===== config.mk =====
export PLATFORM = sky130hd
export DESIGN_NAME = bcd_display_scan
export DESIGN_NICKNAME = d
export VERILOG_FILES = /design/src/rtl/bcd_display_scan.sv
export SDC_FILE = /design/constraint.sdc
export NUM_CORES = 1
export LEC_CHECK = 0
export BUFFER_PORTS_ARGS = -buffer_cell sky130_fd_sc_hd__buf_2
export CAP_MARGIN = 5
export CORE_UTILIZATION = 37
export DETAILED_ROUTE_END_ITERATION = 12
export PLACE_DENSITY = 0.58
export SLEW_MARGIN = 10
export SYNTH_ARGS = -nofsm -noshare
export SYNTH_HDL_FRONTEND = slang
export SYNTH_SLANG_ARGS = --single-unit
export TNS_END_PERCENT = 20

===== constraint.sdc =====
create_clock -name clk -period 2 [get_ports clk]
set_input_delay 0.2 -clock clk [delete_from_list [all_inputs] [get_ports clk]]
set_output_delay 0.2 -clock clk [all_outputs]
set_load 0.01 [all_outputs]

===== src/rtl/bcd_display_scan.sv =====
// bcd_display_scan
//   Time-multiplexes NUM_DIGITS packed BCD digits onto one shared 7-segment bus.
//   All digits are captured into a shadow register once per frame, when the scan
//   wraps back to digit 0, so a count that changes mid-frame never tears.
//   After every digit switch the anodes are held dark for BLANK_CYCLES cycles to
//   avoid ghosting of the previous digit's segments.
//
// Ports
//   clk          system clock, rising edge
//   reset        asynchronous reset, active low
//   bcd_in       packed BCD, digit k = bcd_in[4k+3:4k], digit 0 least significant
//   dp_in        decimal point request per digit, active high
//   seg          segments {g,f,e,d,c,b,a}, active low, registered
//   dp           decimal point, active low, registered
//   an           digit enables, active low, at most one low
//   frame_start  one-cycle pulse after a new snapshot has been taken
module bcd_display_scan #(
  parameter int NUM_DIGITS   = 3,
  parameter int CLK_HZ       = 100000000,
  parameter int REFRESH_HZ   = 1000,
  parameter int BLANK_CYCLES = 16,
  parameter bit LZ_BLANK     = 1'b1
) (
  input  logic                    clk,
  input  logic                    reset,
  input  logic [4*NUM_DIGITS-1:0] bcd_in,
  input  logic [NUM_DIGITS-1:0]   dp_in,
  output logic [6:0]              seg,
  output logic                    dp,
  output logic [NUM_DIGITS-1:0]   an,
  output logic                    frame_start
);

  localparam int DIV     = CLK_HZ / (REFRESH_HZ * NUM_DIGITS);
  localparam int PRESC_W = (DIV > 1) ? $clog2(DIV) : 1;
  localparam int IDX_W   = (NUM_DIGITS > 1) ? $clog2(NUM_DIGITS) : 1;
  localparam int CNT_W   = (BLANK_CYCLES > 0) ? $clog2(BLANK_CYCLES + 1) : 1;

  function automatic logic [6:0] decode(input logic [3:0] d);
    case (d)
      4'd0:    decode = 7'h40;
      4'd1:    decode = 7'h79;
      4'd2:    decode = 7'h24;
      4'd3:    decode = 7'h30;
      4'd4:    decode = 7'h19;
      4'd5:    decode = 7'h12;
      4'd6:    decode = 7'h02;
      4'd7:    decode = 7'h78;
      4'd8:    decode = 7'h00;
      4'd9:    decode = 7'h10;
      default: decode = 7'h3F;  // non-BCD code shows a dash
    endcase
  endfunction

  function automatic logic [NUM_DIGITS-1:0] digit_enable(input logic [IDX_W-1:0] i);
    digit_enable = {NUM_DIGITS{1'b1}};
    for (int k = 0; k < NUM_DIGITS; k++) begin
      if (i == IDX_W'(k)) digit_enable[k] = 1'b0;
    end
  endfunction

  logic [PRESC_W-1:0]      presc;
  logic [IDX_W-1:0]        idx;
  logic [IDX_W-1:0]        idx_next;
  logic [CNT_W-1:0]        blank_cnt;
  logic [4*NUM_DIGITS-1:0] shadow_bcd;
  logic [NUM_DIGITS-1:0]   shadow_dp;
  logic                    tick_p0;
  logic                    vld_p1;
  logic [3:0]              cur_bcd;
  logic                    cur_dp;
  logic                    cur_lz;
  logic                    zero_above;

  // Stage p0: prescaler tick and next digit index
  assign tick_p0  = (presc == PRESC_W'(DIV - 1));
  assign idx_next = (idx == IDX_W'(NUM_DIGITS - 1)) ? '0 : idx + IDX_W'(1);

  // Selected shadow digit; a digit is a leading zero when it and every
  // higher digit are 0 (a dash code is non-zero, so it stops the run).
  always_comb begin
    cur_bcd    = '0;
    cur_dp     = 1'b0;
    cur_lz     = 1'b0;
    zero_above = 1'b1;
    for (int k = NUM_DIGITS - 1; k >= 0; k--) begin
      zero_above = zero_above && (shadow_bcd[4*k +: 4] == 4'd0);
      if (idx == IDX_W'(k)) begin
        cur_bcd = shadow_bcd[4*k +: 4];
        cur_dp  = shadow_dp[k];
        cur_lz  = zero_above && (k != 0);
      end
    end
  end

  always_ff @(posedge clk or negedge reset) begin
    if (!reset) begin
      presc       <= '0;
      idx         <= IDX_W'(NUM_DIGITS - 1);
      blank_cnt   <= '0;
      shadow_bcd  <= '0;
      shadow_dp   <= '0;
      vld_p1      <= 1'b0;
      frame_start <= 1'b0;
      seg         <= 7'h7F;
      dp          <= 1'b1;
      an          <= {NUM_DIGITS{1'b1}};
    end else begin
      presc       <= tick_p0 ? '0 : presc + PRESC_W'(1);
      vld_p1      <= tick_p0;
      frame_start <= tick_p0 && (idx_next == '0);

      if (tick_p0) begin
        idx       <= idx_next;
        blank_cnt <= CNT_W'(BLANK_CYCLES);
        if (idx_next == '0) begin
          shadow_bcd <= bcd_in;
          shadow_dp  <= dp_in;
        end
      end else if (!vld_p1 && blank_cnt != '0) begin
        // dead-time count starts after the edge that loads seg
        blank_cnt <= blank_cnt - CNT_W'(1);
      end

      // Stage p1: present the new digit, anodes follow after the dead time
      if (vld_p1) begin
        seg <= (LZ_BLANK && cur_lz) ? 7'h7F : decode(cur_bcd);
        dp  <= ~cur_dp;
        an  <= (BLANK_CYCLES > 0) ? {NUM_DIGITS{1'b1}} : digit_enable(idx);
      end else if (blank_cnt == CNT_W'(1)) begin
        an <= digit_enable(idx);
      end
    end
  end

endmodule


==> results.json <==
{
  "status": "completed",
  "post_cts_buffers": 0,
  "synth_nets": 229,
  "dieArea_mm2": 0.00694,
  "track_usage_pct": 14.4,
  "die_w_um": 83.3,
  "drt_iter0_drc": 53,
  "fin_crit_ns": 1.91,
  "area_delta_synth_final_pct": 14.2,
  "hold_violations": 0,
  "total_power_mw": 1.73,
  "synth_area_mm2": 0.00244,
  "synth.avg_cell_area_um2": 11.8,
  "fin_crit_sh_pct": 95.4,
  "p_comb_share_pct": 5.4,
  "finalMaxSlewViolations": 0,
  "endpoint_kind": "register",
  "drive_gt1_share_pct": 30.5,
  "slowest_delay_ns": 0.62,
  "seq_area_frac_synth_pct": 52.8,
  "busiest_layer": "met2",
  "design_area_mm2": 0.00279,
  "io_buffers": 28,
  "antenna_found_initial": 0,
  "core-area_mm2": 0.00635,
  "cts.sink_count": 51,
  "numCtsBuffers": 5,
  "gp_congestion": 0.740,
  "cap_violations": 0,
  "crit_arrival_ns": 2.15,
  "grt_use_met1_pct": 18.5,
  "grt_use_met2_pct": 22.8,
  "tns_ns": 0,
  "worst_ep_required_time_ns": 2.24,
  "cts_max_level": 2,
  "path_max_fanout": 6,
  "hold_slack_ns": 0.0952,
  "nNetsFinal": 267,
  "via_count": 1578,
  "p_switching_mw": 0.396,
  "leakage_nw": 1.35,
  "fmax_mhz": 524,
  "ys_warn_count": 0,
  "cts.reportedPaths.clkPinSlew_ns": 0.09,
  "die_y_um": 83.3,
  "path_cells": "mux2i_1 > a2bb2oi_2 > inv_1 > ha_1 > nor3_1 > a31oi_1 > a21oi_1",
  "power.internal_mw": 1.34,
  "clock_latency_ns": 0.31,
  "cpLargestDelayFamily": "flip-flops",
  "rows": 29,
  "final_common_cell": "dfrtp_1",
  "cp-start-kind": "register",
  "final_cell_mix": "dfrtp_1, buf_2, nor2_1",
  "viasPerCell": 4.89,
  "fin_worst_skew_ns": 0.00846,
  "dpl_cell_area_mm2": 0.00270,
  "use_met3_pct": 3.58,
  "hp-class": "input port to register",
  "worstMarginPinSlew_ns": 0.514,
  "cts_buffer_depth": 2,
  "rsz0062_at_grt": "no",
  "diodes": 0,
  "post-dp-hpwl_um": 3160,
  "p_seq_share_pct": 61.1,
  "grt_max_degree": 21,
  "wl_um": 4370,
  "synthCells": 207,
  "vdd_drop_max_uv": 305,
  "cp_slowest_cell": "dfstp_2",
  "critPathKind": "register to register",
  "ys_seq_elements": 51,
  "p_sw_share_pct": 22.8,
  "wl_per_cell_um": 13.5,
  "initial_core_util_pct": 38.5,
  "dr.pass1.iters": 4,
  "drc": 0,
  "root_buffer": "clkbuf_8",
  "clkPwrFrac_pct": 33.5,
  "finalSetupViolations": 0,
  "relSlewSlack_pct": 65.7,
  "io_pins": 29,
  "ant_nets": 0,
  "grt_overflow": 0,
  "cp.buffers_inverters": 1,
  "grt_pass1_wl_um": 7890,
  "grt_pass1_vias": 1685,
  "cts_tree": "done",
  "ys_types": 44,
  "p_per_area_mw_per_mm2": 621
}
## stage by stage
step / utilization [%] / worst slack (ns) / std cells
after floorplan: - / 0.112 / 207
after global placement: 42.4 / 0.160 / 314
after detailed placement: 42.4 / 0.112 / 314
after CTS: 43.9 / 0.101 / 323
after global routing: 44.0 / 0.00143 / 323
final: 44.0 / 0.0929 / 323
## Yosys cell counts (all sizes together)
cell type,count,area (µm²)
a211o,2,17.5
a211oi,1,7.51
a21o,2,15.0
a21oi,11,58.8
a2bb2oi,2,30.0
a31oi,1,6.26
and3,2,12.5
and4,1,8.76
buf,5,46.3
clkbuf,2,7.51
dfrtp,39,976
dfstp,12,315
ha,5,62.6
inv,8,30.0
mux2,17,225
mux2i,5,50.1
nand2,13,56.3
nand3,6,30.0
nand3b,1,7.51
nand4,2,12.5
nor2,26,97.6
nor2b,3,18.8
nor3,6,30.0
nor4,3,18.8
nor4bb,1,10.0
o211ai,1,7.51
o21ai,3,15.0
o21bai,1,7.51
o22a,1,8.76
o2bb2ai,3,63.8
o32a,1,10.0
or3,1,6.26
or4,1,7.51
or4b,1,10.0
xnor2,9,78.8
xor2,9,78.8
## worst paths after layout
path / start / to / slack, ns / depth (start not counted)
hold reg to reg: dp / dp / 0.48 / 2
min in group asynchronous: reset / shadow_dp[2] / 0.36 / 2
hold / removal: dp_in[2] / shadow_dp[2] / 0.1 / 2
setup / recovery: idx[1] / seg[3] / 0.09 / 7
setup reg to reg: idx[1] / seg[3] / 0.09 / 7
max in group asynchronous: reset / seg[5] / 0.99 / 3
## what timing repair did
| item | in CTS | in global routing |
|---|---|---|
| gates resized for setup | 0 | 1 |
| endpoints found under the setup margin | 0 | 6 |
| hold endpoints to repair | 17 | 0 |
| hold buffers | 1 | 0 |
## power groups by stage
stage | Clock (mW) | Combinational (mW) | Sequential [mW]
floorplan | 0 | 0.0464 | 1.08
global placement | 0 | 0.0933 | 1.08
detailed placement | 0 | 0.0944 | 1.08
CTS | 0.612 | 0.0967 | 1.06
global route | 0.645 | 0.107 | 1.06
finish | 0.580 | 0.0937 | 1.06
## layout make-up
type	instances	area, µm²
repair buffers	38	218
clock buffers	6	72.6
well taps	77	96.3
clock inverters	2	12.5
multi-input cells	141	1070
fillers	602	3560
flip-flops and latches	51	1290
inverters	8	30.0
## routing by layer
layer  vias up  wire length, µm
met5         -                0
met4         0               91
met3         8              147
met2        23             2060
met1       756             2070
li1        791                -
## logic make-up (layout without fill, tap and decap cells)
kind of cell    after synthesis  after routing  synth area share [%]
simple gates                 67             67                  13.4
flops                        51             51                  52.8
compound gates               29             29                  10.1
mux                          22             22                  11.3
xor+xnor                     18             18                  6.45
buf+inv                      15             54                  3.43
fa+ha+maj                     5              5                  2.56
## registers in the layout, indices dropped and copies added (netlist names)
signal / cells
blank_cnt: 5
vld_p1: 1
shadow_bcd: 12
dp: 1
idx: 2
an: 3
frame_start: 1
presc: 16
seg: 7
shadow_dp: 3
Note: power is estimated with default switching activity, not from simulation.
